===== src/rtl/trace_pkg.sv =====
// Shared constants and types for the trace UART frame transmitter.
// Frame layout: SYNC, I hi, I lo, R hi, R lo, Pt hi, Pt lo, CHK.
package trace_pkg;

  localparam logic [7:0] SYNC_BYTE = 8'hA5;
  localparam int         FRAME_LEN = 8;

  typedef enum logic [1:0] {
    IDLE  = 2'd0,
    START = 2'd1,
    DATA  = 2'd2,
    STOP  = 2'd3
  } tx_state_t;

  // XOR of the six payload bytes
  function automatic logic [7:0] frame_chk(input logic [15:0] i_val,
                                           input logic [15:0] r_val,
                                           input logic [15:0] p_val);
    return i_val[15:8] ^ i_val[7:0] ^ r_val[15:8] ^ r_val[7:0] ^
           p_val[15:8] ^ p_val[7:0];
  endfunction

endpackage


===== src/rtl/uart_tx_byte.sv =====
// 8N1 byte serializer with a registered tx line and a load/ready handshake.
module uart_tx_byte
  import trace_pkg::*;
#(
  parameter int CLKS_PER_BIT = 868
) (
  input  logic      clk,
  input  logic      rst,
  input  logic      load,
  input  logic [7:0] data,
  output logic      ready,
  output logic      tx,
  output tx_state_t state
);

  // Handshake: a byte is taken on any edge where load && ready. ready is high
  // in IDLE and in the final cycle of STOP, so the next byte follows the stop
  // bit with no idle gap. load while ready is low is ignored.
  localparam int CW = (CLKS_PER_BIT > 1) ? $clog2(CLKS_PER_BIT) : 1;

  tx_state_t state_q, state_d;
  logic [CW-1:0] bit_cnt_q, bit_cnt_d;
  logic [2:0]    bit_idx_q, bit_idx_d;
  logic [7:0]    shreg_q, shreg_d;
  logic          tx_q, tx_d;
  logic          bit_last;

  assign bit_last = (bit_cnt_q == CW'(CLKS_PER_BIT - 1));
  assign ready    = (state_q == IDLE) || ((state_q == STOP) && bit_last);
  assign tx       = tx_q;
  assign state    = state_q;

  always_ff @(posedge clk) begin
    if (rst) begin
      state_q   <= IDLE;
      bit_cnt_q <= '0;
      bit_idx_q <= '0;
      shreg_q   <= '0;
      tx_q      <= 1'b1;
    end else begin
      state_q   <= state_d;
      bit_cnt_q <= bit_cnt_d;
      bit_idx_q <= bit_idx_d;
      shreg_q   <= shreg_d;
      tx_q      <= tx_d;
    end
  end

  always_comb begin
    state_d   = state_q;
    bit_cnt_d = bit_last ? '0 : bit_cnt_q + CW'(1);
    bit_idx_d = bit_idx_q;
    shreg_d   = shreg_q;
    tx_d      = tx_q;
    unique case (state_q)
      IDLE: begin
        bit_cnt_d = '0;
        if (load) begin
          state_d = START;
          shreg_d = data;
          tx_d    = 1'b0;
        end
      end
      START: begin
        if (bit_last) begin
          state_d   = DATA;
          bit_idx_d = '0;
          tx_d      = shreg_q[0];
        end
      end
      DATA: begin
        if (bit_last) begin
          if (bit_idx_q == 3'd7) begin
            state_d = STOP;
            tx_d    = 1'b1;
          end else begin
            bit_idx_d = bit_idx_q + 3'd1;
            shreg_d   = {1'b0, shreg_q[7:1]};
            tx_d      = shreg_q[1];
          end
        end
      end
      STOP: begin
        if (bit_last) begin
          if (load) begin
            state_d = START;
            shreg_d = data;
            tx_d    = 1'b0;
          end else begin
            state_d = IDLE;
          end
        end
      end
      default: state_d = IDLE;
    endcase
  end

endmodule


===== src/rtl/trace_uart_tx.sv =====
// Periodic trace sampler: every DECIM cycles snapshot I/R/Pt and send them as
// an 8-byte UART frame; ticks arriving mid-frame are counted as drops.
module trace_uart_tx
  import trace_pkg::*;
#(
  parameter int CLKS_PER_BIT = 868,
  parameter int DECIM        = 1048576
) (
  input  logic        clk,
  input  logic        go,
  input  logic [15:0] I1_int,
  input  logic [15:0] R1_int,
  input  logic [15:0] Pt1_int,
  output logic        tx,
  output logic        busy,
  output logic [7:0]  drop_cnt,
  output tx_state_t   dbg_state
);

  localparam int DW = (DECIM > 1) ? $clog2(DECIM) : 1;

  logic [DW-1:0] dec_cnt;
  logic [2:0]    byte_idx;
  logic [15:0]   snap_i, snap_r, snap_p;
  logic [7:0]    drop_q;
  logic          tick, start, drop, advance, load;
  logic [2:0]    load_idx;
  logic [7:0]    load_byte;
  logic          ser_ready;
  tx_state_t     ser_state;

  assign tick     = (dec_cnt == DW'(DECIM - 1));
  assign start    = tick && (ser_state == IDLE);
  assign drop     = tick && (ser_state != IDLE);
  // ready inside STOP marks the last stop-bit cycle of the current byte
  assign advance  = (ser_state == STOP) && ser_ready &&
                    (byte_idx != 3'(FRAME_LEN - 1));
  assign load     = start || advance;
  assign load_idx = start ? 3'd0 : byte_idx + 3'd1;

  // Byte 0 is constant, so the snapshot latched on the start edge is in
  // place before byte 1 is requested.
  always_comb begin
    load_byte = SYNC_BYTE;
    case (load_idx)
      3'd1:    load_byte = snap_i[15:8];
      3'd2:    load_byte = snap_i[7:0];
      3'd3:    load_byte = snap_r[15:8];
      3'd4:    load_byte = snap_r[7:0];
      3'd5:    load_byte = snap_p[15:8];
      3'd6:    load_byte = snap_p[7:0];
      3'd7:    load_byte = frame_chk(snap_i, snap_r, snap_p);
      default: load_byte = SYNC_BYTE;
    endcase
  end

  always_ff @(posedge clk) begin
    if (go) begin
      dec_cnt  <= '0;
      byte_idx <= '0;
      snap_i   <= '0;
      snap_r   <= '0;
      snap_p   <= '0;
      drop_q   <= '0;
    end else begin
      dec_cnt <= tick ? '0 : dec_cnt + DW'(1);
      if (start) begin
        snap_i   <= I1_int;
        snap_r   <= R1_int;
        snap_p   <= Pt1_int;
        byte_idx <= '0;
      end else if (advance) begin
        byte_idx <= byte_idx + 3'd1;
      end
      if (drop && (drop_q != 8'hFF)) drop_q <= drop_q + 8'd1;
    end
  end

  uart_tx_byte #(.CLKS_PER_BIT(CLKS_PER_BIT)) u_ser (
    .clk  (clk),
    .rst  (go),
    .load (load),
    .data (load_byte),
    .ready(ser_ready),
    .tx   (tx),
    .state(ser_state)
  );

  assign busy      = (ser_state != IDLE);
  assign drop_cnt  = drop_q;
  assign dbg_state = ser_state;

endmodule

===== config.mk =====
export PLATFORM = sky130hd
export DESIGN_NAME = trace_uart_tx
export DESIGN_NICKNAME = d
export VERILOG_FILES = /design/src/rtl/trace_pkg.sv /design/src/rtl/uart_tx_byte.sv /design/src/rtl/trace_uart_tx.sv
export SDC_FILE = /design/constraint.sdc
export NUM_CORES = 1
export LEC_CHECK = 0
export BUFFER_PORTS_ARGS = -buffer_cell sky130_fd_sc_hd__buf_2
export CELL_PAD_IN_SITES_DETAIL_PLACEMENT = 1
export CELL_PAD_IN_SITES_GLOBAL_PLACEMENT = 2
export CORE_ASPECT_RATIO = 1.75
export CORE_MARGIN = 2
export CORE_UTILIZATION = 35
export CTS_CLUSTER_SIZE = 8
export DETAILED_ROUTE_END_ITERATION = 8
export PLACE_DENSITY_LB_ADDON = 0.1
export SLEW_MARGIN = 30
export SYNTH_ARGS = -nofsm -noshare
export SYNTH_HDL_FRONTEND = slang
export SYNTH_SLANG_ARGS = --single-unit

===== constraint.sdc =====
create_clock -name clk -period 3 [get_ports clk]
set_input_delay 0.3 -clock clk [delete_from_list [all_inputs] [get_ports clk]]
set_output_delay 0.3 -clock clk [all_outputs]
set_load 0.02 [all_outputs]

==> insert_results.sql, run 1 <==
INSERT INTO impl_metrics (metric_group, metric, value, unit) VALUES
('detailed_routing', 'drt_wl_cell', '16.70', 'microns'),
('synth', 'synth_area_leader_cell', 'dfxtp_1', ''),
('synth', 'async_reset_ff_share', '0', '%'),
('placed_design', 'placed_cells', '825', ''),
('global_route', 'via_count_of_the_first_global_routing_pass', '4718', ''),
('sta', 'drv_slew', '0', ''),
('detailed_routing', 'route.vias.total', '4381', ''),
('critical_path', 'r2r-start', 'u_ser.bit_cnt_q[0]', ''),
('critical_path', 'setup_crit_start_kind', 'flop', ''),
('run_status', 'status', 'finished, final reports clean', ''),
('cells_and_area', 'post_layout_nonfiller_instances', '840', ''),
('worst_hold_path', 'worst_hold_path_type', 'in2reg', ''),
('critical_path', 'critPathLaunch', 'u_ser.bit_cnt_q[0]', ''),
('placed_design', 'dp.final_hpwl', '10410', 'microns'),
('synth', 'syn_nets', '668', ''),
('sta', 'timing_worst_slew_pin_value', '0.8943', 'ns'),
('sta', 'layout_worst_path_cycle_share', '92.24', '%'),
('detailed_routing', 'drtPass1Iterations', '4', ''),
('critical_path', 'cp.required', '3.19', 'ns'),
('detailed_routing', 'final_antenna_net_count', '0', ''),
('synth', 'synth_top_area_share', '40.29', '%'),
('critical_path', 'setup.reg_to_reg.worst_slack', '0.23', 'ns'),
('clock_network', 'cts.repair.resized', '0', ''),
('cells_and_area', 'synthToLayoutAreaGrowth', '15.62', '%'),
('sta', 'timing.max_slew.rel_slack', '39.98', '%'),
('clock_network', 'clk_pin_slew', '0.07', 'ns'),
('synth', 'edff_count_synth', '0', ''),
('floorplan', 'die_width', '95.41', 'microns'),
('synth', 'synth.ff_latch_count', '103', ''),
('cells_and_area', 'multi_input_area', '0.002883', 'sq mm'),
('clock_network', 'post-cts-setup-buffers', '0', ''),
('power', 'flop_pwr_share', '49.8', '%'),
('global_route', 'track_usage', '19.26', '%'),
('power', 'power.share.clock', '40.1', '%'),
('power', 'power_density', '477.7', 'mW/mm^2'),
('synth', 'netlist_instances', '605', ''),
('synth', 'yosys_warnings', '0', ''),
('sta', 'postLayoutSetupSlackWorst', '0.2327', 'ns'),
('critical_path', 'critical_path_capture_point_type', 'flop', ''),
('sta', 'fin_skew', '0.008536', 'ns'),
('clock_network', 'ctsHtreeMaxLevel', '3', ''),
('clock_network', 'clock_tree_from_tritoncts', 'yes', ''),
('sta', 'grt_setup_unrepaired', 'no', ''),
('clock_network', 'cts_sinks', '103', ''),
('synth', 'synth_area_per_cell', '8.459', 'sq um'),
('sta', 'layout_min_cycle_time', '2.767', 'ns'),
('sta', 'timing.fmax', '0.3614', 'GHz'),
('run', 'maxCapViolations', '0', ''),
('global_route', 'antenna_found_initial', '0', ''),
('critical_path', 'worst-path-max-fanout', '9', ''),
('sta', 'report.final.setup_viol', '0', ''),
('floorplan', 'placement_rows', '58', ''),
('clock_network', 'clock_buffers_created_by_tritoncts', '9', ''),
('floorplan', 'floorplan.io_pins', '62', ''),
('critical_path', 'critical_path_class', 'reg2reg', ''),
('power', 'switching_power_share_of_the_total', '25.58', '%'),
('synth', 'synth-main-ff-cell', 'dfxtp_1', ''),
('power', 'power.share.combinational', '10.1', '%'),
('placed_design', 'gp_congestion', '0.7790', ''),
('detailed_routing', 'route.final.wire_length', '14030', 'microns'),
('placed_design', 'pre_cts_slack', '0.2366', 'ns'),
('cells_and_area', 'post_route_cells_drive_above_1_share', '16.82', '%'),
('power', 'power_report.internal_total', '2.103', 'mW'),
('critical_path', 'crit_arrival', '2.96', 'ns'),
('cells_and_area', 'layout.area.seq', '0.002062', 'sq mm'),
('clock_network', 'post_cts_hold_buffer_count', '0', ''),
('floorplan', 'initial_utilization', '35.61', '%'),
('synth', 'yosysSeqAreaShare', '40.29', '%'),
('synth', 'yosysMostFrequentCell', 'nand2_1', ''),
('worst_hold_path', 'timing.hold.worst.start', 'Pt1_int[15]', ''),
('synth', 'synth.top_cells.by_area', 'dfxtp_1 (40%), nand2_1 (8.6%), xnor2_1 (6.2%), a21oi_1 (5.9%), xor2_1 (4.3%)', '');
-- state kept, by name (all words and copies together) (netlist names) --
signal           count
byte_idx             3
dec_cnt             20
drop_cnt             8
snap_i              16
snap_p              16
snap_r              16
u_ser.bit_cnt_q     10
u_ser.bit_idx_q      3
u_ser.shreg_q        8
u_ser.state          2
u_ser.tx             1
-- routing by layer --
metal / part of all wire [%] / vias to the layer above / GRT usage [%]
li1: - / 2190 / -
met1: 39 / 2112 / 20.13
met2: 56 / 58 / 37.00
met3: 2.2 / 21 / 2.982
met4: 3.5 / 0 / 7.922
met5: 0 / - / 0
-- cell type report --
cell class | instances | share of cell area [%]
inverters | 11 | 0.6978
clock inverters | 4 | 0.5075
clock buffers | 11 | 4.272
repair buffers | 75 | 7.147
well taps | 180 | 3.806
multi-input cells | 456 | 48.72
flip-flops and latches | 103 | 34.85
-- power groups by stage --
stage / clock network, mW / registers, mW / logic (mW)
floorplan: 0 / 1.45 / 0.170
global placement: 0 / 1.44 / 0.285
detailed placement: 0 / 1.44 / 0.289
CTS: 1.18 / 1.41 / 0.291
global route: 1.23 / 1.41 / 0.319
finish: 1.13 / 1.41 / 0.285
-- critical path, cell delays in order, from the launching register on --
cell and delay, ns:
dfxtp_1 0.37, ha_1 0.24, or3b_1 0.39, or4_1 0.54, a211oi_2 0.31, a21boi_4 0.34, or2_1 0.30, a211oi_1 0.12
-- per-stage QoR --
stage          utilization [%]  area, sq um  hold WS [ns]
3_5_place_dp             39.21         5634        0.4370
2_1_floorplan                -         5117        0.4129
3_3_place_gp             39.21         5634        0.4209
5_1_grt                  41.18         5917        0.1851
4_1_cts                  41.18         5917        0.1827
6_report                 41.18         5917        0.1872
-- kinds of logic (layout without fill, tap and decap cells) --
kind of cell,count (synthesis),after routing,share of synthesized area [%]
AOI/OAI and AO/OA,114,114,14.30
and+or+nand+nor,243,243,21.64
adders and majority gates,13,13,3.179
DFF,103,103,40.29
buffers and inverters,46,101,3.521
xor gates and xnor gates,67,67,13.08
muxes,19,19,3.985
-- path summary, 6_finish.rpt --
kind	depth (start not counted)	end
min	3	snap_p[15]
max	7	u_ser.shreg_q[6]
max reg2reg	7	u_ser.shreg_q[6]
min reg2reg	1	dec_cnt[0]
-- cell usage in the layout (no fill, tap or decap), types with 9 or more instances in the layout --
| master | count |
|---|---|
| xor2_1 | 25 |
| nand4_1 | 10 |
| a22oi_1 | 9 |
| xnor2_1 | 36 |
| buf_2 | 61 |
| mux2_2 | 11 |
| nor3_1 | 14 |
| a21oi_1 | 60 |
| nand2_1 | 117 |
| nand3_1 | 22 |
| inv_1 | 10 |
| nor2_1 | 52 |
| clkbuf_16 | 9 |
| buf_4 | 13 |
| dfxtp_1 | 103 |
| ha_1 | 13 |
(Power assumes the default switching activity.)
==> run 2: changes to the inputs <==
Settings changed: ABC_AREA from default to 1, CORE_UTILIZATION 35 to 33.
==> run 2 against run 1 <==
Compared with the run above:
- via count rose by 8.9%
- non-clock buffer count fell by 8
- clock skew rose by 0.00062 ns
- count of clock-buffer cells in the layout fell by 1
- wire length rose by 7.5%
- combinational power rose by 60%
- design area rose by 1.8%
- critical path depth rose by 4
- die area rose by 8.1%
- largest cell class unchanged
- highest routed layer unchanged
==> insert_results.sql, run 2 <==
INSERT INTO impl_metrics (metric_group, metric, value, unit) VALUES
('run_status', 'status', 'finished, final reports clean', ''),
('detailed_routing', 'post_drt_via_cell_ratio', '4.881', ''),
('global_route', 'grt_start_max_net_pins', '75', ''),
('placed_design', 'place.port_buffers', '61', ''),
('synth', 'synth_top_area_share', '39.44', '%'),
('critical_path', 'cp.required', '3.28', 'ns'),
('placed_design', 'dp.final_hpwl', '11680', 'microns'),
('clock_network', 'post_cts_hold_buffer_count', '0', ''),
('global_route', 'track_usage', '18.60', '%'),
('clock_network', 'clock_latency', '0.35', 'ns'),
('detailed_routing', 'drt_wl_cell', '15.44', 'microns'),
('sta', 'grt_setup_unrepaired', 'no', ''),
('synth', 'yosysSeqAreaShare', '39.44', '%'),
('critical_path', 'worst-path-max-fanout', '8', ''),
('cells_and_area', 'antennaDiodeCount', '0', ''),
('power', 'post-layout-total-power', '3.149', 'mW'),
('cells_and_area', 'final_nets', '849', ''),
('clock_network', 'ctsLongestPathBuffers', '2', ''),
('clock_network', 'ctsHtreeMaxLevel', '3', ''),
('power', 'power_density', '522.9', 'mW/mm^2'),
('synth', 'syn_nets', '792', ''),
('sta', 'report.final.setup_viol', '0', ''),
('worst_hold_path', 'min_path_cells', '3', ''),
('worst_hold_path', 'worst_hold_path_type', 'in2reg', ''),
('placed_design', 'gp_congestion', '0.8081', ''),
('cells_and_area', 'multi_input_area', '0.002694', 'sq mm'),
('detailed_routing', 'remaining_drc_errors', '0', ''),
('critical_path', 'critical_path_class', 'reg2reg', ''),
('synth', 'synth_area_leader_cell', 'dfxtp_1', ''),
('floorplan', 'die_width', '99.14', 'microns'),
('sta', 'setup-tns-final', '0', 'ns'),
('critical_path', 'critical-path-top-delay-family', 'simple AND/OR/NAND/NOR gates', ''),
('floorplan', 'floorplan.io_pins', '62', ''),
('power', 'power.static_leakage', '2.345', 'nW'),
('critical_path', 'crit_arrival', '2.74', 'ns'),
('cells_and_area', 'post_layout_nonfiller_instances', '977', ''),
('critical_path', 'setup_crit_start_kind', 'flop', ''),
('synth', 'synth.ff_latch_count', '103', ''),
('critical_path', 'critPathMaxStageDelay', '0.63', 'ns'),
('synth', 'synth-main-ff-cell', 'dfxtp_1', ''),
('synth', 'yosys-top-cells-count', 'nand2_1 (145), dfxtp_1 (103), inv_1 (93), a21oi_1 (86), nor2_1 (73)', ''),
('cells_and_area', 'nFillCells', '1971', ''),
('detailed_routing', 'route.final.wire_length', '15080', 'microns'),
('sta', 'fin_skew', '0.009160', 'ns'),
('clock_network', 'clk_pin_slew', '0.08', 'ns'),
('floorplan', 'die_y', '170.5', 'microns'),
('critical_path', 'r2r-start', 'u_ser.state[0]', ''),
('clock_network', 'cts.repair.resized', '0', ''),
('run', 'maxCapViolations', '0', ''),
('synth', 'synth.top_cells.by_area', 'dfxtp_1 (39%), nand2_1 (10%), a21oi_1 (8.2%), inv_1 (6.7%), o21ai_0 (6.1%)', ''),
('critical_path', 'critical_path_capture_point_type', 'flop', ''),
('floorplan', 'placement_rows', '60', ''),
('floorplan', 'design.die.area', '0.01690', 'sq mm'),
('sta', 'hold_violations', '0', ''),
('sta', 'layout_worst_path_cycle_share', '81.81', '%'),
('detailed_routing', 'drtPass1Iterations', '4', ''),
('synth', 'post_synth_num_cell_types', '41', ''),
('sta', 'drv_slew', '0', ''),
('placed_design', 'pre_cts_slack', '0.4974', 'ns'),
('global_route', 'via_count_of_the_first_global_routing_pass', '5086', ''),
('floorplan', 'initial_utilization', '33.80', '%'),
('power', 'peakVddDrop', '253.4', 'uV'),
('clock_network', 'clock_buffers_created_by_tritoncts', '9', ''),
('worst_hold_path', 'timing.hold.worst.start', 'I1_int[3]', ''),
('sta', 'layout_min_cycle_time', '2.454', 'ns'),
('cells_and_area', 'synthToLayoutAreaGrowth', '15.20', '%'),
('synth', 'synth_area_per_cell', '7.171', 'sq um'),
('sta', 'postLayoutSetupSlackWorst', '0.5456', 'ns'),
('synth', 'yosys_warnings', '0', ''),
('critical_path', 'crit_top_cell', 'nand2_1', ''),
('clock_network', 'clock_tree_from_tritoncts', 'yes', ''),
('floorplan', 'design.core.area', '0.01546', 'sq mm'),
('cells_and_area', 'layout.area.seq', '0.002062', 'sq mm'),
('global_route', 'gr-total-overflow', '0', ''),
('global_route', 'antenna_found_initial', '0', ''),
('clock_network', 'cts_root_buf', 'clkbuf_16', ''),
('synth', 'edff_count_synth', '0', ''),
('cells_and_area', 'post_route_cells_drive_above_1_share', '14.03', '%'),
('sta', 'fin_worst_hold_slack', '0.2315', 'ns'),
('global_route', 'wire_length_of_the_first_global_routing_pass', '24860', 'microns'),
('synth', 'mappedNetlistArea', '0.005228', 'sq mm'),
('cells_and_area', 'most-common-layout-cells', 'nand2_1 (145), dfxtp_1 (103), inv_1 (93)', ''),
('sta', 'timing.max_slew.rel_slack', '46.22', '%'),
('critical_path', 'critical_path.n_buffers_inverters', '1', ''),
('detailed_routing', 'drt_first_iter_violations', '135', ''),
('synth', 'yosysMostFrequentCell', 'nand2_1', ''),
('cells_and_area', 'regMostFlops', 'dec_cnt', ''),
('cells_and_area', 'largest_register_ffs', '20', ''),
('cells_and_area', 'layout_commonest_cell', 'nand2_1', ''),
('placed_design', 'placed_cells', '961', ''),
('sta', 'timing.fmax', '0.4074', 'GHz'),
('detailed_routing', 'final_antenna_net_count', '0', ''),
('critical_path', 'worstReg2RegEnd', 'u_ser.shreg_q[4]', ''),
('worst_hold_path', 'hold_end', 'snap_i[3]', ''),
('critical_path', 'cells_traversed_along_the_worst_timing_path', 'inv_1, ha_1, nand3_4, nand3_1, nor2_1, nand2_1, nand2_1, nor2_1, nand2_1, nand2_1, a21oi_1', ''),
('clock_network', 'cts_sinks', '103', ''),
('critical_path', 'rr_worst_depth', '11', ''),
('detailed_routing', 'route.vias.total', '4769', ''),
('clock_network', 'post-cts-setup-buffers', '0', ''),
('critical_path', 'crit_slowest_cell', 'nor2_1', ''),
('synth', 'netlist_instances', '729', ''),
('critical_path', 'setup.reg_to_reg.worst_slack', '0.55', 'ns'),
('synth', 'async_reset_ff_share', '0', '%'),
('sta', 'timing_worst_slew_pin_value', '0.8037', 'ns');
run 2: cells by family after synthesis:
group,share of synthesized area [%]
AOI/OAI and AO/OA,16.04
adders and majority gates,3.112
xor gates and xnor gates,8.545
buffers and inverters,9.191
DFF,39.44
and+or+nand+nor,23.67
run 2: worst max-delay path by stage:
stage	cells after the start	slack [ns]	end	startpoint
final	11	0.55	u_ser.shreg_q[4]	u_ser.state[0]
after CTS	11	0.47	u_ser.shreg_q[3]	u_ser.state[0]
after global placement	11	0.57	u_ser.shreg_q[4]	u_ser.state[0]
after global routing	11	0.24	u_ser.shreg_q[0]	u_ser.state[0]
after floorplan	14	0.93	u_ser.shreg_q[0]	u_ser.state[0]
after detailed placement	11	0.50	u_ser.shreg_q[3]	u_ser.state[0]
run 2: report_power, final:
part / total, mW / internal (mW) / switching, mW
Clock: 1.25 / 0.684 / 0.565
Combinational: 0.455 / 0.146 / 0.309
Sequential: 1.44 / 1.41 / 0.0312
Total: 3.15 / 2.24 / 0.906
run 2: layout make-up:
class	count	share of cell area [%]
well taps	186	3.865
inverters	98	6.129
clock buffers	10	3.968
flip-flops and latches	103	34.24
repair buffers	67	5.818
clock inverters	6	1.247
multi-input cells	507	44.73
run 2: layer usage:
layer	share of wire, %	track usage, %	vias up
met5	0	0	-
met4	2.1	5.718	0
met3	2.6	3.105	19
met2	54	36.02	61
met1	41	20.20	2257
li1	-	-	2432
run 2: tightest hold or removal path, cell delays in order:
cell     delay [ns]
buf_2          0.07
o21ai_0        0.07
a21oi_1        0.10
run 2: metrics by stage:
stage | util (%) | instance area (sq um)
4_1_cts | 38.94 | 6022
3_3_place_gp | 36.91 | 5708
3_5_place_dp | 36.91 | 5708
5_1_grt | 38.94 | 6022
2_1_floorplan | - | 5228
6_report | 38.94 | 6022
==> run 3: changes to the inputs <==
Settings changed: CORE_UTILIZATION 33 to 30.
Clock period 3 ns to 2 ns, I/O delays scaled along.
==> run 3 against run 2 <==
Compared with the run above:
- the run now ends with setup timing left
- via count increased by 6.9%
- setup slack lost 0.55 ns
- critical path depth up 4
- non-clock buffer count is 64 higher
- sequential power up 51%
- clock skew increased by 0.0034 ns
- maximum frequency increased by 23%
- count of clock-buffer cells in the layout is 1 lower
- combinational power grew 140%
==> insert_results.sql, run 3 (same netlist as run 2, synthesis figures left out) <==
INSERT INTO impl_metrics (metric_group, metric, value, unit) VALUES
('global_route', 'grt_start_max_net_pins', '63', ''),
('floorplan', 'die_width', '103.8', 'microns'),
('detailed_routing', 'drt_wl_cell', '15.87', 'microns'),
('cells_and_area', 'synthToLayoutAreaGrowth', '32.38', '%'),
('run', 'maxCapViolations', '0', ''),
('critical_path', 'worst-path-max-fanout', '8', ''),
('power', 'power.static_leakage', '2.759', 'nW'),
('critical_path', 'critical_path_capture_point_type', 'flop', ''),
('detailed_routing', 'route.final.wire_length', '17190', 'microns'),
('sta', 'layout_min_cycle_time', '2.000', 'ns'),
('cells_and_area', 'post_route_cells_drive_above_1_share', '27.34', '%'),
('sta', 'postLayoutSetupSlackWorst', '-0.0002462', 'ns'),
('clock_network', 'ctsHtreeMaxLevel', '3', ''),
('sta', 'drv_slew', '0', ''),
('critical_path', 'setup_crit_start_kind', 'flop', ''),
('worst_hold_path', 'min_path_cells', '3', ''),
('power', 'power_density', '718.1', 'mW/mm^2'),
('floorplan', 'design.core.area', '0.01703', 'sq mm'),
('sta', 'timing.fmax', '0.4999', 'GHz'),
('floorplan', 'design.die.area', '0.01854', 'sq mm'),
('cells_and_area', 'regMostFlops', 'dec_cnt', ''),
('cells_and_area', 'antennaDiodeCount', '0', ''),
('clock_network', 'cts_sinks', '103', ''),
('sta', 'hold_violations', '0', ''),
('critical_path', 'critical_path_class', 'reg2reg', ''),
('worst_hold_path', 'worst_hold_path_type', 'in2reg', ''),
('detailed_routing', 'final_antenna_net_count', '0', ''),
('detailed_routing', 'drtPass1Iterations', '4', ''),
('cells_and_area', 'layout_commonest_cell', 'nand2_1', ''),
('sta', 'setup-tns-final', '-0.0002462', 'ns'),
('power', 'post-layout-total-power', '4.970', 'mW'),
('sta', 'timing.max_slew.rel_slack', '71.56', '%'),
('floorplan', 'die_y', '178.6', 'microns'),
('global_route', 'gr-total-overflow', '0', ''),
('cells_and_area', 'final_nets', '914', ''),
('detailed_routing', 'remaining_drc_errors', '0', ''),
('clock_network', 'clock_tree_from_tritoncts', 'yes', ''),
('cells_and_area', 'largest_register_ffs', '20', ''),
('floorplan', 'placement_rows', '63', ''),
('clock_network', 'cts_root_buf', 'clkbuf_16', ''),
('clock_network', 'clock_buffers_created_by_tritoncts', '9', ''),
('placed_design', 'place.port_buffers', '61', ''),
('detailed_routing', 'drt_first_iter_violations', '104', ''),
('critical_path', 'cp.required', '2.24', 'ns'),
('cells_and_area', 'post_layout_nonfiller_instances', '1083', ''),
('critical_path', 'setup.reg_to_reg.worst_slack', '-0.0002', 'ns'),
('clock_network', 'ctsLongestPathBuffers', '2', ''),
('clock_network', 'clock_latency', '0.36', 'ns'),
('detailed_routing', 'post_drt_via_cell_ratio', '4.705', ''),
('placed_design', 'placed_cells', '1050', ''),
('detailed_routing', 'route.vias.total', '5096', ''),
('power', 'peakVddDrop', '367.4', 'uV'),
('sta', 'fin_worst_hold_slack', '0.1219', 'ns'),
('sta', 'fin_skew', '0.01254', 'ns'),
('floorplan', 'initial_utilization', '30.70', '%'),
('sta', 'layout_worst_path_cycle_share', '100.0', '%'),
('sta', 'report.final.setup_viol', '1', ''),
('run_status', 'status', 'complete, but fails checks', ''),
('global_route', 'antenna_found_initial', '0', ''),
('run_status', 'failed_checks', 'setup timing', ''),
('global_route', 'wire_length_of_the_first_global_routing_pass', '27370', 'microns'),
('placed_design', 'dp.final_hpwl', '13240', 'microns'),
('placed_design', 'gp_congestion', '0.7741', ''),
('global_route', 'track_usage', '19.01', '%'),
('cells_and_area', 'nFillCells', '2162', ''),
('floorplan', 'floorplan.io_pins', '62', ''),
('critical_path', 'rr_worst_depth', '15', ''),
('critical_path', 'crit_arrival', '2.24', 'ns'),
('sta', 'grt_setup_unrepaired', 'yes', ''),
('clock_network', 'post_cts_hold_buffer_count', '0', ''),
('sta', 'timing_worst_slew_pin_value', '0.4250', 'ns'),
('cells_and_area', 'most-common-layout-cells', 'nand2_1 (134), dfxtp_1 (100), inv_1 (88)', ''),
('clock_network', 'clk_pin_slew', '0.08', 'ns'),
('global_route', 'via_count_of_the_first_global_routing_pass', '5481', '');
==> run 3: cell types whose count changed in the layout (fill, tap and decap cells not counted), sizes merged <==
cell	before	now
buf	67	131
clkinvlp	1	4
clkinv	5	3
inv	97	99
bufinv	1	0
clkbuf	10	9
==> run 3: per-layer routing <==
layer	wire length [microns]	share of wire, %	track usage, %
met1	6621	39	19.21
met2	9655	56	38.11
met3	359	2.1	2.558
met4	555	3.2	8.784
met5	0	0	0
==> run 3: layout make-up <==
type / instances / area (sq um) / share of cell area, %
clock buffers: 9 / 225.2 / 3.254
clock inverters: 7 / 53.80 / 0.7774
well taps: 227 / 284.0 / 4.104
repair inverters: 1 / 6.256 / 0.09040
multi-input cells: 507 / 2995 / 43.28
flip-flops and latches: 103 / 2068 / 29.89
inverters: 98 / 387.9 / 5.605
repair buffers: 131 / 899.6 / 13.00
==> run 3: stage by stage <==
stage / setup slack [ns] / utilization, % / instance area [sq um]
final: -0.0002462 / 40.65 / 6920
after global routing: -0.1433 / 40.65 / 6920
after CTS: -0.01338 / 38.75 / 6598
after detailed placement: -0.3229 / 36.17 / 6158
after global placement: -0.2227 / 36.17 / 6158
after floorplan: 0.04169 / - / 5229
==> run 3: repair_timing <==
item                                    4_1_cts  5_1_grt
resized for setup                            29       69
endpoints found under the setup margin       22       31
pin swaps                                     7       30
cloned                                        0        1
buffers inserted                              7       10
==> run 3: path summary, 6_finish.rpt <==
kind / start / end
worst max-delay path: dec_cnt[0] / u_ser.shreg_q[2]
worst min-delay path: Pt1_int[3] / snap_p[3]
worst max register to register: dec_cnt[0] / u_ser.shreg_q[2]
worst min register to register: u_ser.bit_cnt_q[0] / u_ser.bit_cnt_q[0]
==> run 3: report_power, final <==
group	internal [mW]	switching, mW
clock	0.860	0.872
sequential	2.12	0.0471
combinational	0.417	0.654
total	3.40	1.57
==> run 3: worst max-delay path, stage by stage, from the launching register on <==
cell and delay [ns]:
dfxtp_2 0.35, ha_4 0.16, nand2_4 0.06, nor2_4 0.11, nand2_4 0.08, nor2_4 0.14
nand3_4 0.15, nand2_4 0.10, clkinvlp_4 0.09, buf_12 0.15, nand3_2 0.07, nand2_2 0.07
nor2_2 0.13, nand2_1 0.07, nand2_1 0.08, a21oi_2 0.05
